**config.mk**
```make
export PLATFORM = sky130hd
export DESIGN_NAME = tree_accumulator
export DESIGN_NICKNAME = d
export VERILOG_FILES = /design/src/rtl/tree_accumulator_pkg.sv /design/src/rtl/tree_accumulator_result_fifo.sv /design/src/rtl/tree_accumulator.sv
export SDC_FILE = /design/constraint.sdc
export NUM_CORES = 1
export LEC_CHECK = 0
export ABC_AREA = 0
export CAP_MARGIN = 20
export CORE_MARGIN = 4
export CORE_UTILIZATION = 45
export DETAILED_ROUTE_END_ITERATION = 8
export GPL_TIMING_DRIVEN = 0
export PLACE_DENSITY = 0.62
export REMOVE_ABC_BUFFERS = 1
export SYNTH_ARGS = -nofsm -noshare
export SYNTH_HDL_FRONTEND = slang
export SYNTH_SLANG_ARGS = --single-unit
```
**constraint.sdc**
```tcl
create_clock -name clk -period 4.9 [get_ports clk]
set_clock_uncertainty 0.1 [all_clocks]
set_input_delay 0.98 -clock clk [delete_from_list [all_inputs] [get_ports clk]]
set_output_delay 0.98 -clock clk [all_outputs]
set_load 0.005 [all_outputs]
```
**src/rtl/tree_accumulator_pkg.sv**
```systemverilog
// -----------------------------------------------------------------------------
// tree_accumulator_pkg
// Shared datapath definitions for the dot-product accumulator and the other
// requantizers that sit behind the adder tree.
//   DEF_IL / DEF_FL : default activation format (integer / fractional bits)
//   DW, PW, TW      : activation width, product width, tree output width
//   acc_state_e     : accumulator sequencing states
//   rq_*            : round-half-up and saturate helpers. They work on 64-bit
//                     signed values, so any accumulator up to 64 bits wide
//                     can use them after sign extension.
// -----------------------------------------------------------------------------
package tree_accumulator_pkg;

    localparam int DEF_IL = 4;
    localparam int DEF_FL = 16;
    localparam int DW     = DEF_IL + DEF_FL;
    localparam int PW     = 2 * DW;
    localparam int TW     = 4 + PW;
    localparam int RQ_W   = 64;

    typedef enum logic {
        IDLE  = 1'b0,
        ACCUM = 1'b1
    } acc_state_e;

    // Add half an output LSB, then drop fl fractional bits (floor), which
    // gives round-half-up for both signs.
    function automatic logic signed [RQ_W-1:0] rq_round(
        input logic signed [RQ_W-1:0] x,
        input int                     fl
    );
        logic signed [RQ_W-1:0] half;
        half = (fl > 0) ? (64'sd1 <<< (fl - 1)) : 64'sd0;
        return (x + half) >>> fl;
    endfunction

    function automatic logic signed [RQ_W-1:0] rq_hi(input int dw);
        return (64'sd1 <<< (dw - 1)) - 64'sd1;
    endfunction

    function automatic logic signed [RQ_W-1:0] rq_lo(input int dw);
        return -(64'sd1 <<< (dw - 1));
    endfunction

    // True when r does not fit a dw-bit signed word.
    function automatic logic rq_saturates(
        input logic signed [RQ_W-1:0] r,
        input int                     dw
    );
        return (r > rq_hi(dw)) || (r < rq_lo(dw));
    endfunction

    // Clamp r into the dw-bit signed range; caller keeps the low dw bits.
    function automatic logic signed [RQ_W-1:0] rq_clamp(
        input logic signed [RQ_W-1:0] r,
        input int                     dw
    );
        if (r > rq_hi(dw)) return rq_hi(dw);
        if (r < rq_lo(dw)) return rq_lo(dw);
        return r;
    endfunction

endpackage

```
**src/rtl/tree_accumulator_result_fifo.sv**
```systemverilog
// -----------------------------------------------------------------------------
// result_fifo
// Two-entry first-word-fall-through FIFO for finished results.
//   clk, reset  : clock, synchronous active-high reset (empties the FIFO)
//   push        : write push_data this cycle
//   push_data   : entry to store
//   pop         : consume the head entry this cycle
//   head_data   : current head entry (meaningful while count != 0)
//   count       : number of valid entries, 0..2
// A push and a pop in the same cycle leave count unchanged, even when full.
// -----------------------------------------------------------------------------
module result_fifo #(
    parameter int W = 21
) (
    input  logic         clk,
    input  logic         reset,
    input  logic         push,
    input  logic [W-1:0] push_data,
    input  logic         pop,
    output logic [W-1:0] head_data,
    output logic [1:0]   count
);

    logic       wr_ptr_reg;
    logic       rd_ptr_reg;
    logic [1:0] count_reg;
    logic       do_push;
    logic       do_pop;

    assign do_pop  = pop && (count_reg != 2'd0);
    assign do_push = push && ((count_reg != 2'd2) || do_pop);

    genvar gi;
    generate
        for (gi = 0; gi < 2; gi++) begin : g_entry
            logic [W-1:0] data_reg;
            always_ff @(posedge clk) begin
                if (do_push && (wr_ptr_reg == 1'(gi))) begin
                    data_reg <= push_data;
                end
            end
        end
    endgenerate

    always_ff @(posedge clk) begin
        if (reset) begin
            wr_ptr_reg <= 1'b0;
            rd_ptr_reg <= 1'b0;
            count_reg  <= 2'd0;
        end else begin
            if (do_push) wr_ptr_reg <= ~wr_ptr_reg;
            if (do_pop)  rd_ptr_reg <= ~rd_ptr_reg;
            count_reg <= count_reg + {1'b0, do_push} - {1'b0, do_pop};
        end
    end

    assign head_data = rd_ptr_reg ? g_entry[1].data_reg : g_entry[0].data_reg;
    assign count     = count_reg;

endmodule

```
**src/rtl/tree_accumulator.sv**
```systemverilog
// -----------------------------------------------------------------------------
// tree_accumulator
// Accumulates 16-term partial sums from the adder tree into one dot-product
// result per group, rounds/saturates it to the IL.FL activation format and
// queues up to two results behind a valid/ready handshake.
//   clk, reset          : clock, synchronous active-high reset
//   in_valid/in_ready   : partial-sum beat handshake
//   in_first/in_last    : beat opens / closes a group
//   in_data             : signed tree sum, 2*FL fractional bits
//   out_valid/out_ready : result handshake
//   out_data            : signed result, FL fractional bits
//   out_sat             : head result was saturated (conversion or accumulator)
//   err                 : sticky protocol error, cleared only by reset
// Pipeline: closing beat accepted in cycle t -> acc holds final sum in t+1,
// where it is converted and written into the FIFO -> out_valid in t+2.
// Accumulator width must not exceed 64 bits (rq_* helper width).
// -----------------------------------------------------------------------------
module tree_accumulator
    import tree_accumulator_pkg::*;
#(
    parameter int IL      = DEF_IL,
    parameter int FL      = DEF_FL,
    parameter int ACC_EXT = 8
) (
    input  logic                      clk,
    input  logic                      reset,
    input  logic                      in_valid,
    output logic                      in_ready,
    input  logic                      in_first,
    input  logic                      in_last,
    input  logic [4+2*(IL+FL)-1:0]    in_data,
    output logic                      out_valid,
    input  logic                      out_ready,
    output logic [IL+FL-1:0]          out_data,
    output logic                      out_sat,
    output logic                      err
);

    localparam int OUT_W = IL + FL;
    localparam int IN_W  = 4 + 2 * OUT_W;
    localparam int ACC_W = ACC_EXT + IN_W;
    localparam logic [ACC_W-1:0] ACC_MAX = {1'b0, {(ACC_W-1){1'b1}}};
    localparam logic [ACC_W-1:0] ACC_MIN = {1'b1, {(ACC_W-1){1'b0}}};

    acc_state_e              state_reg;
    logic [ACC_W-1:0]        acc_reg;
    logic                    ovf_reg;
    logic                    pend_reg;     // final sum sits in acc_reg, convert this cycle
    logic                    err_reg;
    logic [OUT_W-1:0]        hold_data_reg;
    logic                    hold_sat_reg;

    logic                    accept;
    logic [ACC_W-1:0]        in_ext;
    logic [ACC_W-1:0]        sum_raw;
    logic [ACC_W-1:0]        sum_next;
    logic                    add_ovf;
    logic signed [RQ_W-1:0]  acc_wide;
    logic signed [RQ_W-1:0]  rounded;
    logic [OUT_W-1:0]        conv_data;
    logic                    conv_sat;
    logic [1:0]              fifo_count;
    logic [OUT_W:0]          head_word;
    logic                    pop;

    // A result in the conversion slot is counted as occupied FIFO space, so
    // the write one cycle later always finds room.
    assign in_ready = ({1'b0, fifo_count} + {2'b00, pend_reg}) < 3'd2;
    assign accept   = in_valid & in_ready;

    assign in_ext  = {{ACC_EXT{in_data[IN_W-1]}}, in_data};
    assign sum_raw = acc_reg + in_ext;
    // Overflow only when both operands share a sign the result lost.
    assign add_ovf = (acc_reg[ACC_W-1] == in_ext[ACC_W-1]) &&
                     (sum_raw[ACC_W-1] != acc_reg[ACC_W-1]);
    assign sum_next = !add_ovf ? sum_raw : (acc_reg[ACC_W-1] ? ACC_MIN : ACC_MAX);

    always_ff @(posedge clk) begin
        if (reset) begin
            state_reg <= IDLE;
            acc_reg   <= '0;
            ovf_reg   <= 1'b0;
            pend_reg  <= 1'b0;
            err_reg   <= 1'b0;
        end else begin
            pend_reg <= 1'b0;
            if (accept) begin
                if (in_first) begin
                    // A first inside an open group abandons that group.
                    if (state_reg == ACCUM) err_reg <= 1'b1;
                    acc_reg <= in_ext;
                    ovf_reg <= 1'b0;
                    if (in_last) begin
                        pend_reg  <= 1'b1;
                        state_reg <= IDLE;
                    end else begin
                        state_reg <= ACCUM;
                    end
                end else if (state_reg == IDLE) begin
                    err_reg <= 1'b1;       // orphan beat, dropped
                end else begin
                    acc_reg <= sum_next;
                    ovf_reg <= ovf_reg | add_ovf;
                    if (in_last) begin
                        pend_reg  <= 1'b1;
                        state_reg <= IDLE;
                    end
                end
            end
        end
    end

    // Conversion reads acc_reg/ovf_reg while pend_reg is set; a new group
    // starting in that same cycle only overwrites them at its end.
    assign acc_wide  = {{(RQ_W-ACC_W){acc_reg[ACC_W-1]}}, acc_reg};
    assign rounded   = rq_round(acc_wide, FL);
    assign conv_data = OUT_W'(rq_clamp(rounded, OUT_W));
    assign conv_sat  = rq_saturates(rounded, OUT_W) | ovf_reg;

    result_fifo #(
        .W(OUT_W + 1)
    ) u_result_fifo (
        .clk       (clk),
        .reset     (reset),
        .push      (pend_reg),
        .push_data ({conv_data, conv_sat}),
        .pop       (pop),
        .head_data (head_word),
        .count     (fifo_count)
    );

    assign out_valid = (fifo_count != 2'd0);
    assign pop       = out_valid & out_ready;

    // Outputs keep showing the last consumed result while the FIFO is empty.
    always_ff @(posedge clk) begin
        if (reset) begin
            hold_data_reg <= '0;
            hold_sat_reg  <= 1'b0;
        end else if (pop) begin
            hold_data_reg <= head_word[OUT_W:1];
            hold_sat_reg  <= head_word[0];
        end
    end

    assign out_data = out_valid ? head_word[OUT_W:1] : hold_data_reg;
    assign out_sat  = out_valid ? head_word[0]       : hold_sat_reg;
    assign err      = err_reg;

endmodule

```
==> results, run 1 <==
- The run finished with clean final reports.
- The area of the core region is 19600 um2.
- The clock network latency to the later pin of the worst-skew pair is 430 ps.
- For this run the aggregate overflow at the end of global routing stands at 0.
- The peak ir drop on the vdd network is 0.257 mV.
- For the worst setup path, the data arrival time is 4920 ps.
- The routed wirelength normalized by instance count is 17.2 um.
- The number of flip-flops under the largest register name is 52.
- The classification of the worst setup path is primary input to register.
- Of the available clock period, the critical path in the final layout requires 95.4%.
- The shortest period the worst path allows is 4670 ps.
- In this run the cell area of the synthesized design comes to 9000 um2.
- The analysis attributes to cell leakage a power of 3.92 nW.
- Of all nets on the critical path, the largest fanout is 4.
- The clock net in this run drives a total of 123 sinks.
- The worst path setup slack after routing is 226 ps.
- The number of H-tree levels is 4.
- The total track usage is 22.3%.
- The average instance area after synthesis is 8.06 um2.
- For this design the ratio of total power to cell area is 495 nW/um2.
- Summed over all instances, the cell type with the most area after synthesis is sky130_fd_sc_hd__dfxtp_1.
- Setup repair after global routing left no endpoint under its margin.
- Measured along the x axis, the die boundary spans 149 um.
- The clock tree from TritonCTS is built.
- Counting flops with an async set or reset pin after synthesis yields a share of 0%.
- Summing all placed instances gives a cell area of 9970 um2.
- The floorplan step set the die height to 149 um.
- For this run, design rule violations remaining after detail routing come to 0.
- 74 I/O pins were placed.
- Across the run, the number of max-cap violations was 0.
- The slew at the pin closest to its max-slew limit is 1070 ps.
- The utilization after layout is 54.0%.
- The worst setup path is captured at a register.
- The synthesized netlist cell count is 1117.
- Routability-driven placement finished with a final weighted congestion of 0.933.
- The die footprint is 22300 um2.
- For this run, the detailed router's first-pass iteration total came to 5.
- The total power draw is 5.23 mW.
- The starting density of the core is 46.0%.
- The worst setup slack before clock tree synthesis is -176 ps.
- The post-route antenna net violation count is 0.
- After synthesis, flip-flops and latches occupy 32.0% of the total area.
- The flip-flop cell with the highest count after synthesis is sky130_fd_sc_hd__dfxtp_1.
- The average vias per placed instance is 5.84.
- The Yosys warning count is 0.
- For this run, the number of standard cells in the final layout without fillers is 1419.
- In the layout the commonest cells are sky130_fd_sc_hd__nor2_1, sky130_fd_sc_hd__a21oi_1, sky130_fd_sc_hd__dfxtp_1, sky130_fd_sc_hd__nand2_1, sky130_fd_sc_hd__clkdlybuf4s50_1.
- The category of the worst setup path launch point is a primary input.
- For this block, the via count after detailed routing is 8286.
- The first-pass GRT wire length is 40.3 mm.
- The number of global-route vias before repair is 7744.
- The count of placed standard cells including taps is 1387.
- From synthesis to final layout, the design area changed by 17.5%.
- The fraction of layout cells with a size suffix above 1 is 5.98%.
- The finished cells cover 10600 um2.
- The placed wire-length estimate is 18.0 mm.
- The row count is 51.
- The max-slew violation count came to 0.
- After the last flow step, the layout net total stands at 1247.
- The library cell used most frequently in the layout, excluding fill and tap cells, is sky130_fd_sc_hd__nor2_1.
- Counting flops with a built-in enable in the synthesized netlist gives 42.
- The worst endpoint required time is 5150 ps.
- The number of antenna violations at the first check in global routing is 0.
- Yosys attributes the largest share of cell area to sky130_fd_sc_hd__dfxtp_1, sky130_fd_sc_hd__edfxtp_1, sky130_fd_sc_hd__ha_1.
- The library cell used as clock root buffer is sky130_fd_sc_hd__clkbuf_16.
- Of the post-synthesis cell area, the dominant cell type holds 18.0%.
- The count of buffers added on input and output ports is 73.
- The unique cell type count in the Yosys netlist is 72.
- The largest net degree at the start of global routing is 58.
- Static timing analysis puts the maximum clock frequency at 214 MHz.
- The first routing iteration left 537 violations.
- Wires add up to 24.4 mm.
- 0 antenna diodes ended up in the layout.
- The buffer depth of the longest clock path is 2.
- The post-synthesis sequential element count is 123.
- The final count of hold timing violations is 0.
- Measured against its own limit, the worst slew margin works out to 28.7%.
- The worst hold path belongs to the class register to register.
- The final number of setup-violating endpoints is 0.
- The clock-pin slew on the worst setup and hold paths is 60 ps.
- The number of clock buffers added by TritonCTS is 17.
==> per-stage QoR <==
| step | hold WS [ps] | TNS, ps |
|---|---|---|
| 3_3_place_gp | 358 | -266500 |
| 4_1_cts | 382 | 0 |
| 2_1_floorplan | 351 | 0 |
| 5_1_grt | 412 | 0 |
| 3_5_place_dp | 369 | -1430 |
| 6_report | 371 | 0 |
==> worst max-delay path, stage by stage <==
cell                              delay (ps)
sky130_fd_sc_hd__clkdlybuf4s50_1         490
sky130_fd_sc_hd__ha_1                    190
sky130_fd_sc_hd__inv_1                    60
sky130_fd_sc_hd__fa_1                    400
sky130_fd_sc_hd__nor2b_1                 170
sky130_fd_sc_hd__o2111ai_1               180
sky130_fd_sc_hd__a21oi_1                 270
sky130_fd_sc_hd__nor4_1                   90
sky130_fd_sc_hd__o21ai_0                 520
sky130_fd_sc_hd__o21ai_0                 350
sky130_fd_sc_hd__o21ai_0                 610
sky130_fd_sc_hd__o21ba_2                 260
sky130_fd_sc_hd__o211ai_2                120
sky130_fd_sc_hd__a211oi_2                220
==> path summary, 6_finish.rpt <==
check / startpoint / to / slack (ps) / cells past startpoint
max: in_data[0] / acc_reg[48]$_SDFFE_PP0P_ / 230 / 14
min reg2reg: err$_SDFFE_PP0P_ / err$_SDFFE_PP0P_ / 370 / 2
min: err$_SDFFE_PP0P_ / err$_SDFFE_PP0P_ / 370 / 2
max reg2reg: acc_reg[0]$_SDFFE_PP0P_ / acc_reg[48]$_SDFFE_PP0P_ / 950 / 13
==> synthesized netlist by cell type (all sizes together), types with 4 or more instances <==
library cell,count
inv,23
nand3,43
a311oi,8
o21a,8
a22oi,4
clkbuf,63
o211ai,4
ha,55
xor2,36
nor3,47
a211oi,33
or3,6
and2,14
nor2,143
a21oi,89
nand2,81
nand2b,6
o21bai,7
a21o,22
mux2i,21
nand4,24
o2111ai,4
a31oi,20
or2,6
edfxtp,42
xnor2,41
nor2b,8
and4,4
dfxtp,81
a221oi,32
buf,14
o21ai,69
and3,16
==> per-layer routing <==
metal	GRT usage, %	wire [um]	up-vias
li1	-	-	4188
met1	31.6	11800	3873
met2	35.4	11100	195
met3	3.51	1170	30
met4	5.90	377	0
met5	0	0	-
==> layout make-up <==
| cell class | count | area, um2 |
|---|---|---|
| Clock buffer | 17 | 425 |
| Clock inverter | 15 | 178 |
| Fill cell | 1851 | 9020 |
| Inverter | 23 | 86.3 |
| Multi-Input combinational cell | 894 | 5740 |
| Sequential cell | 123 | 2880 |
| Tap cell | 265 | 332 |
| Timing Repair Buffer | 82 | 928 |
==> cell families (layout without fill, tap and decap cells) <==
family | Yosys count | in the layout | synth area share, %
compound gates | 329 | 329 | 24.2
xor+xnor | 77 | 77 | 7.49
fa+ha+maj | 56 | 56 | 7.87
buf+inv | 100 | 137 | 4.39
flops | 123 | 123 | 32.0
mux | 22 | 22 | 2.46
simple gates | 410 | 410 | 21.6
==> power breakdown <==
| part | internal, mW | leakage [nW] | switching, mW |
|---|---|---|---|
| clock network | 0.769 | 0.288 | 0.531 |
| logic | 1.15 | 2.60 | 1.29 |
| registers | 1.28 | 1.03 | 0.208 |
| total | 3.20 | 3.92 | 2.03 |
==> what timing repair did <==
item                       in CTS  in global routing
resized for setup               0                  1
setup buffers                   0                  0
setup endpoints to repair       0                  1
hold buffers                    0                  0
hold endpoints to repair        0                  0
Power figures use the tool's default switching activity.
==> run 2: changes to the inputs <==
- PLACE_DENSITY: 0.62 -> 0.65
- clock period: 4.9 -> 4.2 ns (I/O delays scaled with it)
==> run 2 against run 1 <==
Effect of this change: die area unchanged; final cell count up 0.28%; register-to-register slack worse by 410 ps; combinational power up 18%; total power up 16%; sequential power up 16%; sequential share of layout area down 0.11 points; clock power up 12%; largest power group unchanged.
==> results, run 2 (synthesis gave the netlist of run 1 again) <==
- Timing would allow up to 246 MHz.
- The top cell types in the final layout, fill and taps aside, are sky130_fd_sc_hd__nor2_1, sky130_fd_sc_hd__a21oi_1, sky130_fd_sc_hd__dfxtp_1, sky130_fd_sc_hd__nand2_1, sky130_fd_sc_hd__clkdlybuf4s50_1.
- The final number of setup-violating endpoints is 0.
- Across all setup checks in the final design, the least slack found is 129 ps.
- Buffers placed on the I/O ports in this run total 73.
- The post-route antenna net violation count is 0.
- The total via count in the routed design is 8352.
- The number of remaining DRC errors is 0.
- The largest net degree at the start of global routing is 44.
- The final net count is 1251.
- CTS saw 123 sinks.
- The starting density of the core is 46.0%.
- After detailed routing, the average wire length per cell comes to 17.0 um.
- The antenna diode count is 0.
- The die extent in y is 149 um.
- The shortest period the worst path allows is 4070 ps.
- The final critical path takes up 96.9% of the cycle.
- The power per cell area is 571 nW/um2.
- After clock tree synthesis, the clock-pin slew on the worst setup and hold paths is 60 ps.
- The type of the worst min-delay path is register to register.
- The placed instance area is 9950 um2.
- The first global-routing pass estimated 39.6 mm of wire.
- The flow ran to the end, and the final reports show no timing, DRC or antenna violations.
- The number of flip-flops under the largest register name is 52.
- The longest clock path from root to sink contains 2 buffers.
- Routability-driven placement finished with a final weighted congestion of 0.872.
- The total track usage is 21.8%.
- With fillers left out, the area of the finished cells amounts to 10600 um2.
- The die footprint is 22300 um2.
- Setup repair after global routing left no endpoint under its margin.
- Summed over all nets, the half-perimeter wirelength after detailed placement is 17.9 mm.
- For the final routed database, the setup TNS stands at 0 ps.
- The worst slew slack as a fraction of its limit is 37.2%.
- The detailed router finished its first iteration with 473 violations.
- The root buffer cell chosen for the clock tree is sky130_fd_sc_hd__clkbuf_16.
- The peak ir drop on the vdd network is 0.308 mV.
- During I/O placement, the number of pins put on the boundary was 74.
- The worst setup path is captured at a register.
- The slew at the pin closest to its max-slew limit is 942 ps.
- The finished layout holds 1423 standard cells, fillers aside.
- STA classifies the critical path startpoint as a primary input.
- The floorplan has 51 rows.
- In this run the standard cell core region covers 19600 um2.
- The final layout contains routed wiring with a total length of 24.2 mm.
- Along the worst path, the maximum fanout reaches 16.
- The final count of hold timing violations was 0.
- The layout overhead on the synthesized area is 17.9%.
- Buffers inserted to repair hold after CTS numbered 0.
- Before antenna repair, the detailed router went through 5 iterations.
- Leaving out fill and tap cells, the most frequent cell in the layout is sky130_fd_sc_hd__nor2_1.
- Including well taps, the total number of placed cells is 1387.
- The post-route netlist has 6.91% of its cells at a drive strength greater than 1.
- The max-slew violation count is 0.
- For the worst setup path, the data required time is 4430 ps.
- Summed over all layers, the global routing overflow is 0.
- The number of global-route vias before repair was 7822.
- The overall die width is 149 um.
- Data arrives at the worst endpoint at 4310 ps.
- The H-tree generated during clock tree synthesis spans 4 levels.
- The clock tree from TritonCTS is built.
- The average vias per placed instance is 5.87.
- The classification of the worst setup path is primary input to register.
- The total power draw is 6.06 mW.
- Max-cap violations in this run came to 0.
- The CTS buffer count is 17.
- The worst setup slack before clock tree synthesis is -793 ps.
- At the later pin of the worst-skew pair, clock insertion delay measures 430 ps.
- The leakage dissipation is 3.92 nW.
- The fill cell instance count of the final layout is 1895.
- The number of antenna violations at the first check in global routing is 0.
## run 2: worst paths after layout
path	startpoint	to	slack [ps]	depth (start not counted)
min reg2reg	err$_SDFFE_PP0P_	err$_SDFFE_PP0P_	370	2
min	err$_SDFFE_PP0P_	err$_SDFFE_PP0P_	370	2
max	in_data[43]	acc_reg[2]$_SDFFE_PP0P_	130	11
max reg2reg	acc_reg[27]$_SDFFE_PP0P_	u_result_fifo.g_entry[1].data_reg[1]$_DFFE_PP_	540	10
## run 2: area by class of cell
class	instances	area, um2	share of cell area, %
timing repair buffer	86	958	9.03
multi-input combinational	894	5780	54.4
clock buffer	19	433	4.08
tap	265	332	3.12
sequential	123	2880	27.2
clock inverter	13	145	1.37
inverter	23	86.3	0.813
## run 2: stage by stage
step,util [%],hold slack (ps)
after floorplan,-,351
after global placement,49.8,352
after detailed placement,50.8,366
after CTS,54.0,379
after global routing,54.2,396
final,54.2,374
## run 2: repair_timing
action / in CTS / in global routing
setup endpoints to repair: 47 / 37
pin swaps: 2 / 3
gates resized for setup: 6 / 9
setup buffers: 3 / 1
## run 2: critical path, stage by stage
cell and delay (ps):
sky130_fd_sc_hd__clkdlybuf4s50_1 690, sky130_fd_sc_hd__ha_1 560, sky130_fd_sc_hd__and4_1 230, sky130_fd_sc_hd__nand4_1 200, sky130_fd_sc_hd__or4_1 600, sky130_fd_sc_hd__nor3_1 230, sky130_fd_sc_hd__a22oi_2 170, sky130_fd_sc_hd__o21ai_4 300
sky130_fd_sc_hd__buf_8 210, sky130_fd_sc_hd__a221oi_1 70, sky130_fd_sc_hd__nor3_1 190
## run 2: metal layers
| layer | wire, um | GRT usage, % | vias to the layer above |
|---|---|---|---|
| li1 | - | - | 4188 |
| met1 | 11300 | 29.8 | 3883 |
| met2 | 11200 | 35.8 | 249 |
| met3 | 1320 | 4.03 | 32 |
| met4 | 411 | 5.72 | 0 |
| met5 | 0 | 0 | - |
## run 2: power breakdown
| group | internal (mW) | leakage (nW) | switching, mW |
|---|---|---|---|
| clock network | 0.877 | 0.270 | 0.573 |
| registers | 1.49 | 1.03 | 0.236 |
| logic | 1.36 | 2.62 | 1.52 |
| total | 3.73 | 3.92 | 2.33 |
==> run 3: changes to the inputs <==
- MAX_ROUTING_LAYER: not set -> met4
==> run 3 against run 2 <==
Effect of this change: final area increased by 0.39%; wire length barely moved; sequential cell count is the same; combinational power barely moved.
==> results, run 3 (synthesis gave the netlist of run 1 again) <==
- The max-slew violation count came to 0.
- Internal power comes to 3.79 mW.
- The slew at the pin closest to its max-slew limit is 973 ps.
- The aggregate global routing overflow is 0.
- The number of design-rule violations left by the first detailed-router iteration is 540.
- The register with the most flip-flops in the layout has 52 of them.
- The type of destination of the critical path is a register.
- The final layout contains 1251 nets.
- The routed design uses 11.1 mm of met2 wire.
- The highest attainable clock frequency is 248 MHz.
- The final count of hold timing violations was 0.
- Leaving out fill and tap cells, the most frequent cell in the layout is sky130_fd_sc_hd__nor2_1.
- The worst endpoint required time is 4440 ps.
- Compared with the post-synthesis result, the final layout area differs by 18.4%.
- Along the worst path, the maximum fanout reaches 6.
- The first-pass GRT wire length is 39.8 mm.
- TritonCTS built the clock tree.
- The total track usage is 22.5%.
- The worst setup path is launched from a primary input.
- Setup slack closes at 173 ps.
- The power per cell area is 577 nW/um2.
- The fraction of layout cells with a size suffix above 1 is 7.17%.
- Clock tree synthesis inserted a total of 17 buffers.
- The classification of the worst setup path is primary input to register.
- The total via count in the routed design is 8380.
- Entering global routing, the biggest net connects 44 pins.
- The worst-case IR drop observed on VDD is 0.324 mV.
- The worst slew slack as a fraction of its limit is 35.1%.
- The H-tree was split into 4 levels.
- The period utilization is 95.9%.
- In this run the remaining antenna-violating nets after routing total 0.
- The number of antenna violations at the first check in global routing is 0.
- The final number of setup-violating endpoints is 0.
- In the layout the commonest cells are sky130_fd_sc_hd__nor2_1, sky130_fd_sc_hd__a21oi_1, sky130_fd_sc_hd__dfxtp_1, sky130_fd_sc_hd__nand2_1, sky130_fd_sc_hd__clkdlybuf4s50_1.
- The clock network accounts for 24.9% of the total power.
- STA puts the critical path data arrival time at 4270 ps.
- The library cell used as clock root buffer is sky130_fd_sc_hd__clkbuf_16.
- The max-capacitance violation count is 0.
- The die covers 22300 um2.
- In the final routing, the length of wire on met1 measures 11.4 mm.
- The type of the worst min-delay path is register to register.
- The repair_antennas step left the layout with diodes totalling 0.
- Detailed placement finished with a half-perimeter wire length of 17.9 mm.
- The routed wirelength normalized by instance count is 17.0 um.
- The flow ran to the end, and the final reports show no timing, DRC or antenna violations.
- The routed design has 24.3 mm of wire.
- The starting density of the core is 46.0%.
- The buffer depth of the longest clock path is 2.
- For the finished layout, the period the worst path requires is 4030 ps.
- The combinational share of power is 47.1%.
- Net switching is 38.3% of the power.
- The leakage dissipation is 3.95 nW.
- At the placement stage, the worst setup path has a slack of -754 ps.
- The later pin in the worst-skew pair is clocked with a latency of 430 ps.
- The net switching power figure is 2.35 mW.
- The sequential fraction of design power is 28.1%.
- After clock tree synthesis, the clock-pin slew on the worst setup and hold paths is 60 ps.
- In this run the tool buffered the top-level ports with 73 buffer cells.
- The detailed-routed wire length on met3 is 1.45 mm.
- The final weighted congestion in routability-driven placement is 0.886.
- Total power for the finished layout comes to 6.15 mW.
- The clock net in this run drives a total of 123 sinks.
- For this run, design rule violations remaining after detail routing come to 0.
- Signal routing reaches up to met4.
- Using the TritonRoute via totals, the vias-per-cell ratio works out to 5.89.
- The minimum setup slack among reg-to-reg paths is 560 ps.
- 74 I/O pins were placed.
- The overall die width is 149 um.
- The initialized floorplan defines 51 standard-cell rows.
- Before antenna repair, the detailed router went through 6 iterations.
- The number of global-route vias before repair is 7857.
- The die extent in y is 149 um.
- The area of the core region is 19600 um2.
run 3: changes by cell type in the layout (fill, tap and decap cells not counted), moves of 2 or more:
| cell | delta |
|---|---|
| sky130_fd_sc_hd__clkinv_4 | -2 |
| sky130_fd_sc_hd__o2111ai_1 | -2 |
| sky130_fd_sc_hd__buf_12 | -2 |
| sky130_fd_sc_hd__inv_6 | +3 |
| sky130_fd_sc_hd__clkbuf_1 | -2 |
| sky130_fd_sc_hd__o2111ai_2 | +2 |
run 3: repair_timing:
| item | in CTS | in global routing |
|---|---|---|
| setup buffers | 4 | 0 |
| hold buffers | 0 | 0 |
| gates resized for setup | 6 | 12 |
| pin swaps | 2 | 3 |
| endpoints found under the setup margin | 47 | 48 |
| cloned | 0 | 0 |
run 3: worst paths after layout:
| kind | from | endpoint | depth (start not counted) |
|---|---|---|---|
| setup / recovery | in_data[13] | acc_reg[43]$_SDFFE_PP0P_ | 11 |
| hold / removal | err$_SDFFE_PP0P_ | err$_SDFFE_PP0P_ | 2 |
| setup reg to reg | acc_reg[27]$_SDFFE_PP0P_ | u_result_fifo.g_entry[0].data_reg[2]$_DFFE_PP_ | 10 |
| hold reg to reg | err$_SDFFE_PP0P_ | err$_SDFFE_PP0P_ | 2 |
run 3: power by group through the flow:
| stage | registers (mW) | logic, mW | clock network (mW) |
|---|---|---|---|
| after floorplan | 1.69 | 1.82 | 0 |
| after global placement | 1.77 | 2.70 | 0 |
| after detailed placement | 1.75 | 2.84 | 0 |
| after CTS | 1.72 | 2.88 | 1.55 |
| after global routing | 1.76 | 3.23 | 1.62 |
| final | 1.73 | 2.89 | 1.53 |
run 3: critical path: stages:
cell                              delay, ps
sky130_fd_sc_hd__clkdlybuf4s50_1        440
sky130_fd_sc_hd__ha_1                   450
sky130_fd_sc_hd__nand2_2                120
sky130_fd_sc_hd__or4_4                  550
sky130_fd_sc_hd__a311oi_2               340
sky130_fd_sc_hd__nor2_1                 140
sky130_fd_sc_hd__o21ai_0                630
sky130_fd_sc_hd__a41oi_1                240
sky130_fd_sc_hd__xnor2_1                240
sky130_fd_sc_hd__nand2_2                 70
sky130_fd_sc_hd__a211oi_1               210
run 3: area by class of cell:
cell class	count	area [um2]
Clock inverter	15	185
Sequential cell	123	2880
Tap cell	265	332
Multi-Input combinational cell	894	5790
Timing Repair Buffer	86	956
Fill cell	1859	8930
Inverter	23	86.3
Clock buffer	17	425
run 3: metrics by stage:
step | utilization [%] | instances | cell area [um2] | setup TNS, ps | hold WS, ps
floorplan | - | 1040 | 8690 | -3830 | 351
global placement | 49.8 | 1378 | 9760 | -290520 | 351
detailed placement | 50.8 | 1387 | 9950 | -26680 | 367
CTS | 54.2 | 1423 | 10600 | 0 | 381
global route | 54.4 | 1423 | 10700 | -72.3 | 413
finish | 54.4 | 1423 | 10700 | 0 | 376
run 3: metal layers:
layer | vias up | GRT usage [%]
li1 | 4189 | -
met1 | 3895 | 30.5
met2 | 259 | 35.2
met3 | 37 | 4.00
met4 | 0 | 5.72
met5 | - | -
